$ cat src/rtl/cmp_operand_loader.sv
// Serial-to-parallel loader for the equality comparator: shifts in operand E then F
// from a 1-bit stream and presents the pair under a valid/ready handshake.
module cmp_operand_loader #(
    parameter int WIDTH     = 8,
    parameter bit MSB_FIRST = 1'b1
) (
    input  logic             clk,
    input  logic             rst_n,
    input  logic             start,
    input  logic             sin,
    input  logic             sin_valid,
    input  logic             op_ready,
    output logic [WIDTH-1:0] e_out,
    output logic [WIDTH-1:0] f_out,
    output logic             op_valid,
    output logic             busy,
    output logic             frame_err,
    output logic [1:0]       dbg_state
);
    // Handshake: the pair on e_out/f_out is transferred on a rising edge where
    // op_valid and op_ready are both high; op_valid never drops without that transfer
    // (other than reset), and e_out/f_out stay stable while op_valid is high.

    typedef enum logic [1:0] {
        IDLE    = 2'd0,
        LOAD_E  = 2'd1,
        LOAD_F  = 2'd2,
        PRESENT = 2'd3
    } state_t;

    localparam int CW = $clog2(WIDTH) + 1;

    state_t           state;
    state_t           state_nx;
    logic [CW-1:0]    cnt;
    logic [WIDTH-1:0] e_sr;
    logic [WIDTH-1:0] f_sr;
    logic             in_load;
    logic             abort;
    logic             take_bit;
    logic             last_bit;
    logic             handshake;
    logic             clear_frame;

    function automatic logic [WIDTH-1:0] shift_in(input logic [WIDTH-1:0] sr, input logic b);
        if (MSB_FIRST) return {sr[WIDTH-2:0], b};
        else           return {b, sr[WIDTH-1:1]};
    endfunction

    assign in_load   = (state == LOAD_E) || (state == LOAD_F);
    assign abort     = in_load && start;
    // A restarting start cycle never samples sin.
    assign take_bit  = in_load && !start && sin_valid;
    assign last_bit  = take_bit && (cnt == CW'(WIDTH - 1));
    assign handshake = (state == PRESENT) && op_ready;
    assign clear_frame = ((state == IDLE) && start) || abort || (handshake && start);

    always_ff @(posedge clk) begin
        if (!rst_n) state <= IDLE;
        else        state <= state_nx;
    end

    always_comb begin
        state_nx = state;
        case (state)
            IDLE:    if (start) state_nx = LOAD_E;
            LOAD_E:  if (abort) state_nx = LOAD_E;
                     else if (last_bit) state_nx = LOAD_F;
            LOAD_F:  if (abort) state_nx = LOAD_E;
                     else if (last_bit) state_nx = PRESENT;
            PRESENT: if (handshake) state_nx = start ? LOAD_E : IDLE;
            default: state_nx = IDLE;
        endcase
    end

    always_comb begin
        op_valid  = (state == PRESENT);
        busy      = in_load;
        dbg_state = state;
    end

    always_ff @(posedge clk) begin
        if (!rst_n) begin
            cnt       <= '0;
            e_sr      <= '0;
            f_sr      <= '0;
            e_out     <= '0;
            f_out     <= '0;
            frame_err <= 1'b0;
        end else begin
            frame_err <= abort;
            if (clear_frame) begin
                cnt  <= '0;
                e_sr <= '0;
                f_sr <= '0;
            end else if (take_bit) begin
                cnt <= last_bit ? '0 : cnt + 1'b1;
                if (state == LOAD_E) e_sr <= shift_in(e_sr, sin);
                else                 f_sr <= shift_in(f_sr, sin);
                // Outputs are published only as the final F bit lands.
                if ((state == LOAD_F) && last_bit) begin
                    e_out <= e_sr;
                    f_out <= shift_in(f_sr, sin);
                end
            end
        end
    end

endmodule

$ cat config.mk
export PLATFORM = sky130hd
export DESIGN_NAME = cmp_operand_loader
export DESIGN_NICKNAME = d
export VERILOG_FILES = /design/src/rtl/cmp_operand_loader.sv
export SDC_FILE = /design/constraint.sdc
export NUM_CORES = 1
export LEC_CHECK = 0
export ABC_AREA = 1
export BUFFER_PORTS_ARGS = -buffer_cell sky130_fd_sc_hd__clkbuf_2
export CAP_MARGIN = 20
export CORE_MARGIN = 5
export CORE_UTILIZATION = 35
export DETAILED_ROUTE_END_ITERATION = 8
export GPL_TIMING_DRIVEN = 1
export PLACE_DENSITY_LB_ADDON = 0.3
export SYNTH_ARGS = -nofsm -noshare
export SYNTH_HDL_FRONTEND = slang
export SYNTH_SLANG_ARGS = --single-unit
$ cat constraint.sdc
create_clock -name clk -period 2.2 [get_ports clk]
set_input_delay 0.11 -clock clk [delete_from_list [all_inputs] [get_ports clk]]
set_output_delay 0.11 -clock clk [all_outputs]
set_load 0.1 [all_outputs]
==> results by stage, run 1 <==
Setup path:
- The master of the slowest instance on the critical path is sky130_fd_sc_hd__dfxtp_4.
- The data required time at the worst endpoint is between 2000 and 2500 ps.
- The startpoint type of the worst setup path is a flip-flop.
- In this design, the stage delay of the slowest critical-path cell is 380 ps.
- The critical path arrival is about 1900 ps.
- The number of buffers and inverters on the critical path is 1.
- The maximum fanout encountered on the critical timing path is 16.
- STA classifies the critical path endpoint as a flip-flop.
- The critical path goes through inv_1, ha_4, nand2_2, nor2_8, nand3_2, nand2_1, a21oi_1.
- The kind of critical path is reg2reg.
- Among cell families on the critical path, the largest total delay comes from simple AND/OR/NAND/NOR gates.

Clock tree:
- The post-cts resize count is 0.
- The CTS tree is yes.
- In this run the number of H-tree levels came out at 2.
- Buffers added to address setup during post-CTS repair amount to 0.
- The clock transition at the registers of the reported paths is about 70 ps.
- The cell sitting at the root of the clock tree is a sky130_fd_sc_hd__clkbuf_8.
- The TritonCTS sink count is 38.
- For the worst-skew pair, the clock arrives at the later sink with an insertion delay of slightly below 300 ps.
- The number of hold-repair buffers added at the cts stage is 0.
- In this run the deepest clock path goes through 2 buffers.
- In this run, CTS created clock tree buffers numbering 5.

Yosys:
- Synthesis produced ~210 cells.
- The post-synthesis area per instance is between 7 and 8 um^2.
- After synthesis the netlist holds a flip-flop and latch count of 38.
- After synthesis the cells add up to roughly 1600 um^2.
- Of the synthesized area, sequential elements account for 0.471.
- The post-synthesis net count is roughly 220.
- During synthesis, Yosys emitted a total of 0 warnings.
- The count of cell types in the netlist is 23.

Placed design:
- The HPWL reported at the end of detailed placement is around 2400 um.
- Prior to clock tree synthesis, the placed netlist has a worst setup slack of between 400 and 500 ps.
- At the end of routability-driven placement, the weighted congestion stood at just over 0.7.
- Buffers placed on the I/O ports in this run total 26.

Timing:
- The hold violation count in the final report is 0.
- The max-slew violation total from the final report is 0.
- For the finished layout, the period the worst path requires is between 1500 and 2000 ps.
- Headroom to the max-slew limit came out at 0.604.
- The fraction of the cycle the final worst path needs is 0.793.
- The timing-limited maximum frequency is between 500 and 600 MHz.
- Clock skew on the completed layout was measured at approximately 5 ps.
- The number of setup violations in the final report is 0.
- Setup repair after global routing left no endpoint under its margin.
- On the final layout, the worst hold slack is 87.5 ps.
- Across all setup checks in the final design, the least slack found is ~460 ps.
- At the pin with the least slew margin, the transition time is a little under 600 ps.
- Adding up every negative setup slack in the final design gives 0 ps.

Worst hold path:
- The class of the tightest hold or removal check is in2reg.

Power and ir drop:
- In this run the static leakage power is between 0.6 and 0.7 nW.
- The maximum resistive drop on vdd is 0.739 mV.
- The power per standard cell area is roughly 1000 nW/um^2.
- Total power for the finished layout comes to roughly 1.9 mW.

GRT:
- The initial antenna violation count was 0.
- The via count of the first global-routing pass is roughly 1,300.
- The global-route wire length before repair is between 6000 and 7000 um.
- The global-route usage over all layers is 0.124.
- After global routing the overflow that remains totals 0.
- Entering global routing, the biggest net connects 18 pins.

Floorplanning:
- From left edge to right edge, the die measures around 80 um.
- The top-level I/O count is 27.
- The core area is 4410 um^2.
- For this configuration, the core starts out at a cell density of 0.366.
- The number of rows created at floorplan is 24.
- The area of the die is around 6100 um^2.
- The floorplan die height is 77.9 um.

Drt:
- Once detail routing completed, the nets flagged for antenna violations numbered 0.
- The routed design has 3400 um of wire.
- The number of iterations in the first detailed-routing pass is 4.
- In this run, the number of DRC markers left after iteration 0 of detailed routing was between 80 and 90.
- In the final routed layout, each cell accounts on average for around 12 um.
- In the routed layout, each cell is associated on average with a via count of 4.84.
- Summing over every cut layer, the via total after detailed routing is about 1,400.
- The DRC violations left is 0.

Final layout:
- Of the cells placed in the final design, the portion with a size suffix greater than 1 is 0.214.
- The layout net count is about 250.
- The area growth from synthesis to layout is 17.8%.
- The end-of-flow core utilization is 0.431.
- The antenna diode instance count is 0.

Job:
- Across the run, the number of max-cap violations was 0.

Outcome:
- The flow ran to the end, and the final reports show no timing, DRC or antenna violations.
-- layer usage --
metal / vias up / global-route usage / wire length [um]
li1: 736 / - / -
met1: 628 / 0.141 / 1580
met2: 15 / 0.215 / 1680
met3: 4 / 0.0382 / 96
met4: 0 / 0.0456 / 43
met5: - / 0 / 0
-- flip-flops by register name (all words and copies together), names as in the netlist --
| signal | flops |
|---|---|
| cnt | 4 |
| dbg_state | 2 |
| e_out | 8 |
| e_sr | 8 |
| f_out | 8 |
| f_sr | 7 |
| frame_err | 1 |
-- worst min-delay path, stage by stage --
cell and delay (ps):
sky130_fd_sc_hd__clkbuf_2 130, sky130_fd_sc_hd__nand2_1 80, sky130_fd_sc_hd__nor2_1 30
-- cell families (layout without fill, tap and decap cells) --
kind of cell / Yosys count / in the layout / share of synthesized area
AOI/OAI and AO/OA: 38 / 38 / 0.119
xor gates and xnor gates: 2 / 2 / 0.0109
adders and majority gates: 6 / 6 / 0.0465
buffers and inverters: 22 / 51 / 0.0643
DFF: 38 / 38 / 0.471
and+or+nand+nor: 99 / 99 / 0.288
-- metrics by stage --
stage,instances,area (um^2)
final,286,1900
after global routing,286,1900
after CTS,286,1900
after detailed placement,278,1810
after global placement,278,1810
after floorplan,205,1640
-- cells in the final DEF (no fill, tap or decap), drive strengths merged --
master	synthesis	layout
nand3	5	5
a21oi	35	35
xnor2	1	1
inv	13	13
o21ai	2	2
ha	6	6
clkinvlp	0	1
clkinv	1	2
nor2	12	12
o21a	1	1
nand2	66	66
dfxtp	38	38
buf	6	3
clkbuf	2	32
nand4	16	16
xor2	1	1
-- area by class of cell --
type	instances	area, um^2
clock inverters	2	12.5
flip-flops and latches	38	768
inverters	14	55.1
well taps	52	65.1
clock buffers	6	82.6
multi-input cells	145	764
fillers	454	2510
repair buffers	29	153
-- power breakdown --
part	leakage, nW	internal (mW)	switching [mW]	total [mW]
registers	0.308	0.718	0.0275	0.745
clock network	0.0472	0.252	0.246	0.498
logic	0.344	0.152	0.514	0.666
total	0.699	1.12	0.787	1.91
-- synth_stat cells --
master                     instances  area [um^2]
sky130_fd_sc_hd__inv_2             2         7.51
sky130_fd_sc_hd__inv_4             1         6.26
sky130_fd_sc_hd__ha_1              6         75.1
sky130_fd_sc_hd__a21oi_1          35          175
sky130_fd_sc_hd__buf_6             1         11.3
sky130_fd_sc_hd__buf_2             3         15.0
sky130_fd_sc_hd__inv_1            10         37.5
sky130_fd_sc_hd__buf_4             2         15.0
sky130_fd_sc_hd__o21ai_0           2         10.0
sky130_fd_sc_hd__o21a_1            1         7.51
sky130_fd_sc_hd__nand2_1          65          244
sky130_fd_sc_hd__xor2_1            1         8.76
sky130_fd_sc_hd__clkbuf_1          2         7.51
sky130_fd_sc_hd__nor2_4            3         33.8
sky130_fd_sc_hd__nand3_1           4         20.0
sky130_fd_sc_hd__nand4_1          16          100
sky130_fd_sc_hd__nor2_1            8         30.0
sky130_fd_sc_hd__dfxtp_1          38          761
sky130_fd_sc_hd__clkinv_1          1         3.75
sky130_fd_sc_hd__xnor2_1           1         8.76
sky130_fd_sc_hd__nand3_2           1         10.0
sky130_fd_sc_hd__nor2_8            1         20.0
sky130_fd_sc_hd__nand2_2           1         6.26
-- worst paths after layout --
path,startpoint,end,slack [ps],cells after the start
max,dbg_state[0]$_SDFFE_PN0P_,f_out[0]$_SDFFE_PN0P_,460,7
min,rst_n,dbg_state[0]$_SDFFE_PN0P_,90,3
max reg2reg,dbg_state[0]$_SDFFE_PN0P_,f_out[0]$_SDFFE_PN0P_,460,7
min reg2reg,f_out[1]$_SDFFE_PN0P_,f_out[1]$_SDFFE_PN0P_,460,2
Power figures use the tool's default switching activity.
==> run 2: changes to the inputs <==
- clock period: 2.2 -> 1.51 ns (I/O delays scaled with it)
==> results by stage, run 2 (synthesized netlist as in run 1, its figures left out) <==
Timing:
- The shortest period the worst path allows came to 1450 ps (was 1740 ps).
- The fraction of the cycle the final worst path needs is 0.963 (was 0.793).
- The worst hold slack came to 60.6 ps (was 87.5 ps).
- The max-slew violation total from the final report is 0 (unchanged).
- The slew of the pin with the lowest slew margin is 551 ps (was 593 ps).
- The timing-limited maximum frequency is 688 MHz (was 573 MHz).
- The hold violation count in the final report is 0 (unchanged).
- RSZ-0062 raised after global routing: true (was false).
- The number of setup violations in the final report is 0 (unchanged).
- The headroom to the max-slew limit is 0.634 (was 0.604).
- The final worst clock skew is 2.15 ps (was 4.86 ps).

Placed design:
- The cell total after placement is 287 (was 278).
- The HPWL reported at the end of detailed placement is 2590 um (was 2390 um).
- The number of buffers added on ports is 26 (unchanged).
- The total placed instance area is 1940 um^2 (was 1810 um^2).
- The final estimated routing congestion in global placement is 0.820 (was 0.718).

Drt:
- The number of iterations in the first detailed-routing pass is 4 (unchanged).
- The sum of routed wire length over all layers is 3640 um (was 3400 um).
- The number of vias after detailed routing is 1,426 (was 1,383).
- The post-detailed-route count of antenna-violating nets is 0 (unchanged).
- The DRC marker count from the first detailed-route iteration is 78 (was 81).
- The routed wirelength normalized by instance count is 12.3 um (was 11.9 um).
- The via count normalized by instance count is 4.82 (was 4.84).
- The DRC violations left was 0 (unchanged).

Setup path:
- Chain of cells forming the critical path: inv_4, ha_4, nand2_4, nor2_8, inv_6, nor2_4, inv_4, nand2_1, a21oi_2 (was inv_1, ha_4, nand2_2, nor2_8, nand3_2, nand2_1, a21oi_1).
- The kind of end point of the critical path is a flip-flop (unchanged).
- The critical path arrival came to 1650 ps (was 1910 ps).
- The maximum fanout encountered on the critical timing path is 8 (was 16).
- The buffers plus inverters on the worst setup path is 3 (was 1).
- The most numerous cell type found on the critical path is sky130_fd_sc_hd__inv_4.
- The kind of critical path is reg2reg (unchanged).
- The endpoint of the worst-slack reg-to-reg timing path is f_sr[5]$_SDFFE_PP0P_ (was f_out[0]$_SDFFE_PN0P_).
- The reg2reg setup slack is 60 ps (was 460 ps).
- The critical register-to-register path startpoint is dbg_state[0]$_SDFFE_PN0P_ (unchanged).
- The master of the slowest instance on the critical path was sky130_fd_sc_hd__dfxtp_4 (unchanged).
- The number of cells on the worst reg-to-reg path is 9 (was 7).
- The delay of the slowest cell on the worst path was 360 ps (was 380 ps).
- The startpoint type of the worst setup path is a flip-flop (unchanged).
- The data required time at the worst endpoint is 1710 ps (was 2360 ps).
- The critical path's top delay family is simple AND/OR/NAND/NOR gates (unchanged).

GRT:
- The global-route usage over all layers is 0.129 (was 0.124).
- The initial antenna violation count is 0 (unchanged).
- The maximum number of pins on one net before global-route repair is 18 (unchanged).
- The via count of the first global-routing pass is 1,347 (was 1,324).
- The final global-route overflow total came to 0 (unchanged).
- The global-route wire length before repair came to 6330 um (was 6110 um).

Clock tree:
- The worst-case clock buffer depth is 2 (unchanged).
- The number of setup buffers added after CTS is 0 (unchanged).
- The root buffer selected by CTS is sky130_fd_sc_hd__clkbuf_8 (unchanged).
- The TritonCTS sink count is 38 (unchanged).
- The post-cts resize count is 0 (unchanged).
- The clock buffer count from CTS came to 5 (unchanged).
- The clock transition at the registers of the reported paths is 70 ps (about the same).
- The number of levels in the clock H-tree was 2 (unchanged).
- The CTS tree is yes (unchanged).
- The clock latency reported for the late side of the worst-skew pair is 290 ps (about the same).
- The number of hold-repair buffers added at the cts stage was 0 (unchanged).

Final layout:
- The share of cells above drive strength 1 is 0.307 (was 0.214).
- The cell area after layout came to 2100 um^2 (was 1900 um^2).
- The commonest non-fill, non-tap cell in the layout is sky130_fd_sc_hd__nand2_1 (unchanged).
- The area added between synthesis and finish is 30.4% (was 17.8%).
- Registers with the highest flip-flop counts: e_out x8, e_sr x8, f_out x8 (unchanged).
- Leading cell types in the layout, fill and taps excluded: sky130_fd_sc_hd__nand2_1, sky130_fd_sc_hd__dfxtp_1, sky130_fd_sc_hd__a21oi_1 (unchanged).
- The final standard cell count with taps included and fillers excluded is 296 (was 286).
- The layout net count is 255 (was 245).
- The antenna diode instance count is 0 (unchanged).

Power and ir drop:
- The leakage power summed over all cells is 0.785 nW (was 0.699 nW).
- The maximum resistive drop on vdd is 0.826 mV (was 0.739 mV).
- The power per standard cell area came to 1490 nW/um^2 (was 1000 nW/um^2).

Worst hold path:
- The hold-critical path endpoint is dbg_state[1]$_SDFFE_PN0P_ (was dbg_state[0]$_SDFFE_PN0P_).
- The class of the tightest hold or removal check is in2reg (unchanged).
- The worst hold path stage count was 3 (unchanged).
- The startpoint of the tightest hold check path is rst_n (unchanged).

Floorplanning:
- The top-level I/O count is 27 (unchanged).
- The die boundary width came to 77.9 um (unchanged).
- The initial core utilization is 0.366 (unchanged).
- The core area is 4410 um^2 (unchanged).
- The floorplan die height is 77.9 um (unchanged).
- The area of the die is 6070 um^2 (unchanged).
- The number of rows created at floorplan is 24 (unchanged).

Job:
- The number of maximum-capacitance constraint violations came to 0 (unchanged).

Outcome:
- Result of the run: finished, final reports clean (unchanged).
-- run 2: changes by cell type in the layout (fill, tap and decap cells not counted), moves of 3 or more --
cell                      change
sky130_fd_sc_hd__buf_4        +7
sky130_fd_sc_hd__nand2_1      -7
sky130_fd_sc_hd__nand2_2      +6
sky130_fd_sc_hd__a21oi_1      -5
sky130_fd_sc_hd__a21oi_2      +5
sky130_fd_sc_hd__buf_12       +3
sky130_fd_sc_hd__inv_4        +3
-- run 2: where the power goes --
part | internal, mW | switching, mW | leakage, nW | total, mW
sequential | 1.05 | 0.0259 | 0.308 | 1.07
clock | 0.461 | 0.357 | 0.0575 | 0.818
combinational | 0.408 | 0.849 | 0.419 | 1.26
total | 1.91 | 1.23 | 0.785 | 3.15
-- run 2: worst max-delay path by stage --
stage	startpoint	endpoint	cells past startpoint
final	dbg_state[0]$_SDFFE_PN0P_	f_sr[5]$_SDFFE_PP0P_	9
after global routing	dbg_state[0]$_SDFFE_PN0P_	f_out[3]$_SDFFE_PN0P_	7
after CTS	dbg_state[0]$_SDFFE_PN0P_	e_sr[7]$_SDFFE_PP0P_	9
after detailed placement	dbg_state[0]$_SDFFE_PN0P_	e_sr[4]$_SDFFE_PP0P_	9
after global placement	dbg_state[0]$_SDFFE_PN0P_	e_sr[4]$_SDFFE_PP0P_	9
after floorplan	dbg_state[1]$_SDFFE_PN0P_	cnt[2]$_SDFFE_PP0P_	7
-- run 2: cell type report --
class / instances / area (um^2)
tap: 52 / 65.1
timing repair buffer: 38 / 267
inverter: 14 / 67.6
fill: 408 / 2310
sequential: 38 / 768
clock buffer: 8 / 110
multi-input combinational: 146 / 827
-- run 2: layer usage --
layer  vias to the layer above  routed length [um]  global-route usage
met2                        21                1660               0.196
li1                        760                   -                   -
met1                       641                1800               0.171
met5                         -                   0                   0
met4                         0                  27              0.0608
met3                         4                 162              0.0301
-- run 2: stage by stage --
| step | util | TNS, ps | worst slack [ps] | total power [mW] |
|---|---|---|---|---|
| final | 0.477 | 0 | 56.0 | 3.15 |
| after global routing | 0.477 | -232 | -29.6 | 3.31 |
| after CTS | 0.465 | 0 | 28.1 | 3.14 |
| after detailed placement | 0.440 | 0 | 35.7 | 2.32 |
| after global placement | 0.440 | 0 | 70.1 | 2.31 |
| after floorplan | - | -12570 | -381 | 2.00 |
-- run 2: worst reg2reg max path: stages, from the launching register on --
cell and delay (ps):
sky130_fd_sc_hd__dfxtp_4 360, sky130_fd_sc_hd__inv_4 50, sky130_fd_sc_hd__ha_4 270, sky130_fd_sc_hd__nand2_4 60
sky130_fd_sc_hd__nor2_8 150, sky130_fd_sc_hd__inv_6 70, sky130_fd_sc_hd__nor2_4 190, sky130_fd_sc_hd__inv_4 80
sky130_fd_sc_hd__nand2_1 80, sky130_fd_sc_hd__a21oi_2 50
==> run 3: changes to the inputs <==
- HOLD_SLACK_MARGIN: default -> 0.12
- PLACE_DENSITY_LB_ADDON: 0.3 -> default
==> results by stage, run 3 (synthesized netlist as in run 1, its figures left out) <==
Clock tree:
- The TritonCTS sink count is 38 (unchanged).
- The clock transition at the registers of the reported paths is 80 ps (was 70 ps).
- The worst-case clock buffer depth is 2 (unchanged).
- The clock latency reported for the late side of the worst-skew pair is 290 ps (about the same).
- The root buffer selected by CTS is sky130_fd_sc_hd__clkbuf_8 (unchanged).
- The number of levels in the clock H-tree is 2 (unchanged).
- The clock buffer count from CTS is 5 (unchanged).
- The CTS tree is yes (unchanged).

Setup path:
- The critical register-to-register path startpoint was dbg_state[0]$_SDFFE_PN0P_ (unchanged).
- The startpoint type of the worst setup path is a flip-flop (unchanged).
- The launch point of the worst path is dbg_state[0]$_SDFFE_PN0P_ (unchanged).
- The endpoint of the worst-slack reg-to-reg timing path is f_sr[5]$_SDFFE_PP0P_ (unchanged).
- The kind of critical path was reg2reg (unchanged).
- The buffers plus inverters on the worst setup path is 3 (unchanged).
- The critical path arrival came to 1690 ps (was 1650 ps).
- The reg2reg setup slack was 10 ps (was 60 ps).
- The number of cells on the worst reg-to-reg path is 9 (unchanged).
- The end of the critical path is f_sr[5]$_SDFFE_PP0P_ (unchanged).
- The maximum fanout encountered on the critical timing path is 8 (unchanged).
- The critical path's top delay family is simple AND/OR/NAND/NOR gates (unchanged).
- The master of the slowest instance on the critical path is sky130_fd_sc_hd__dfxtp_4 (unchanged).
- Chain of cells forming the critical path: inv_4, ha_4, nand2_4, nor2_8, inv_4, nor2_4, inv_4, nand2_1, a21oi_2 (was inv_4, ha_4, nand2_4, nor2_8, inv_6, nor2_4, inv_4, nand2_1, a21oi_2).
- The data required time at the worst endpoint came to 1700 ps (was 1710 ps).
- The delay of the slowest cell on the worst path is 360 ps (about the same).
- The number of gates on the worst path with buffers counted was 9 (unchanged).
- The kind of end point of the critical path was a flip-flop (unchanged).
- The cell repeated most along the worst path is sky130_fd_sc_hd__inv_4 (unchanged).

Final layout:
- The layout net count was 260 (was 255).
- Leading cell types in the layout, fill and taps excluded: sky130_fd_sc_hd__nand2_1, sky130_fd_sc_hd__dfxtp_1, sky130_fd_sc_hd__a21oi_1 (unchanged).
- Registers with the highest flip-flop counts: e_out x8, e_sr x8, f_out x8 (unchanged).
- The final standard cell count with taps included and fillers excluded was 301 (was 296).
- The commonest non-fill, non-tap cell in the layout is sky130_fd_sc_hd__nand2_1 (unchanged).
- The area added between synthesis and finish came to 32.9% (was 30.4%).
- The share of cells above drive strength 1 is 0.325 (was 0.307).
- The antenna diode instance count is 0 (unchanged).

Drt:
- The DRC violations left came to 0 (unchanged).
- The number of vias after detailed routing is 1,436 (was 1,426).
- The via count normalized by instance count is 4.77 (was 4.82).
- The routed wirelength normalized by instance count is 12.2 um (was 12.3 um).
- The sum of routed wire length over all layers came to 3660 um (was 3640 um).
- The DRC marker count from the first detailed-route iteration was 81 (was 78).
- The number of iterations in the first detailed-routing pass is 4 (unchanged).
- The post-detailed-route count of antenna-violating nets is 0 (unchanged).

Placed design:
- The HPWL reported at the end of detailed placement is 2590 um (about the same).
- The cell total after placement is 286 (was 287).
- The number of buffers added on ports is 26 (unchanged).
- The pre-CTS setup slack is 18.6 ps (was 35.7 ps).
- The final estimated routing congestion in global placement was 0.783 (was 0.820).

Timing:
- The shortest period the worst path allows is 1500 ps (was 1450 ps).
- The hold violation count in the final report is 0 (unchanged).
- The setup slack of the critical path after layout is 13.0 ps (was 56.0 ps).
- The max-slew violation total from the final report is 0 (unchanged).
- The final worst clock skew is 8.40 ps (was 2.15 ps).
- The final setup TNS is 0 ps (unchanged).
- RSZ-0062 raised after global routing: true (unchanged).
- The fraction of the cycle the final worst path needs is 0.991 (was 0.963).
- The timing-limited maximum frequency is 668 MHz (was 688 MHz).
- The slew of the pin with the lowest slew margin is 545 ps (was 551 ps).
- The headroom to the max-slew limit is 0.638 (was 0.634).
- The number of setup violations in the final report is 0 (unchanged).
- The worst hold slack is 150 ps (was 60.6 ps).

Power and ir drop:
- The power after layout came to 3.10 mW (was 3.15 mW).
- The leakage power summed over all cells is 0.802 nW (was 0.785 nW).
- The power per standard cell area came to 1440 nW/um^2 (was 1490 nW/um^2).
- The maximum resistive drop on vdd is 0.750 mV (was 0.826 mV).

Worst hold path:
- The class of the tightest hold or removal check is in2reg (unchanged).

Floorplanning:
- The number of rows created at floorplan is 24 (unchanged).
- The initial core utilization is 0.366 (unchanged).
- The core area is 4410 um^2 (unchanged).
- The floorplan die height came to 77.9 um (unchanged).
- The top-level I/O count is 27 (unchanged).
- The area of the die is 6070 um^2 (unchanged).
- The die boundary width is 77.9 um (unchanged).

GRT:
- The final global-route overflow total is 0 (unchanged).
- The global-route wire length before repair is 6060 um (was 6330 um).
- The via count of the first global-routing pass is 1,311 (was 1,347).
- The initial antenna violation count is 0 (unchanged).
- The maximum number of pins on one net before global-route repair is 18 (unchanged).
- The global-route usage over all layers is 0.121 (was 0.129).

Job:
- The number of maximum-capacitance constraint violations is 0 (unchanged).

Outcome:
- Result of the run: finished, final reports clean (unchanged).
run 3: changes by cell type in the layout (fill, tap and decap cells not counted), sizes merged:
cell,previous run,this run
nor2,13,12
clkinvlp,0,1
clkbuf,32,30
clkinv,1,2
dlygate4sd3,0,2
buf,14,18
run 3: layer usage:
layer	part of all wire	global-route usage	up-vias
met4	0.014	0.0405	0
met5	0	0	-
li1	-	-	762
met2	0.47	0.190	15
met1	0.48	0.158	654
met3	0.036	0.0382	5
run 3: area by class of cell:
| cell class | instances | area [um^2] |
|---|---|---|
| inverter | 14 | 62.6 |
| clock inverter | 2 | 12.5 |
| tap | 52 | 65.1 |
| multi-input combinational | 145 | 831 |
| sequential | 38 | 768 |
| clock buffer | 6 | 82.6 |
| timing repair buffer | 44 | 324 |
| fill | 437 | 2270 |
run 3: stage by stage:
| step | utilization | instance area [um^2] |
|---|---|---|
| final | 0.486 | 2150 |
| after global routing | 0.486 | 2150 |
| after CTS | 0.468 | 2070 |
| after detailed placement | 0.438 | 1940 |
| after global placement | 0.438 | 1940 |
| after floorplan | - | 1670 |
run 3: repair_timing:
| item | in CTS | in global routing |
|---|---|---|
| buffers inserted | 2 | 3 |
| hold endpoints to repair | 5 | 0 |
| endpoints found under the setup margin | 2 | 21 |
| pin swaps | 1 | 11 |
| hold buffers | 2 | 0 |
| resized for setup | 0 | 18 |
run 3: worst register-to-register path: stages (launching register included):
cell and delay, ps:
sky130_fd_sc_hd__dfxtp_4 360, sky130_fd_sc_hd__inv_4 40, sky130_fd_sc_hd__ha_4 270, sky130_fd_sc_hd__nand2_4 70
sky130_fd_sc_hd__nor2_8 160, sky130_fd_sc_hd__inv_4 70, sky130_fd_sc_hd__nor2_4 190, sky130_fd_sc_hd__inv_4 90
sky130_fd_sc_hd__nand2_1 90, sky130_fd_sc_hd__a21oi_2 50
run 3: worst min-delay path by stage:
stage               start  slack [ps]  depth (start not counted)                   endpoint
floorplan           rst_n         190                          2  dbg_state[1]$_SDFFE_PN0P_
global placement    rst_n         350                          3  dbg_state[0]$_SDFFE_PN0P_
detailed placement  rst_n         360                          3  dbg_state[1]$_SDFFE_PN0P_
CTS                 start         140                          3       frame_err$_SDFF_PN0_
global route        start         170                          3       frame_err$_SDFF_PN0_
finish              start         150                          3       frame_err$_SDFF_PN0_
run 3: power by group:
part | leakage [nW] | switching, mW | internal [mW]
clock | 0.0472 | 0.365 | 0.367
sequential | 0.308 | 0.0253 | 1.05
combinational | 0.447 | 0.847 | 0.446
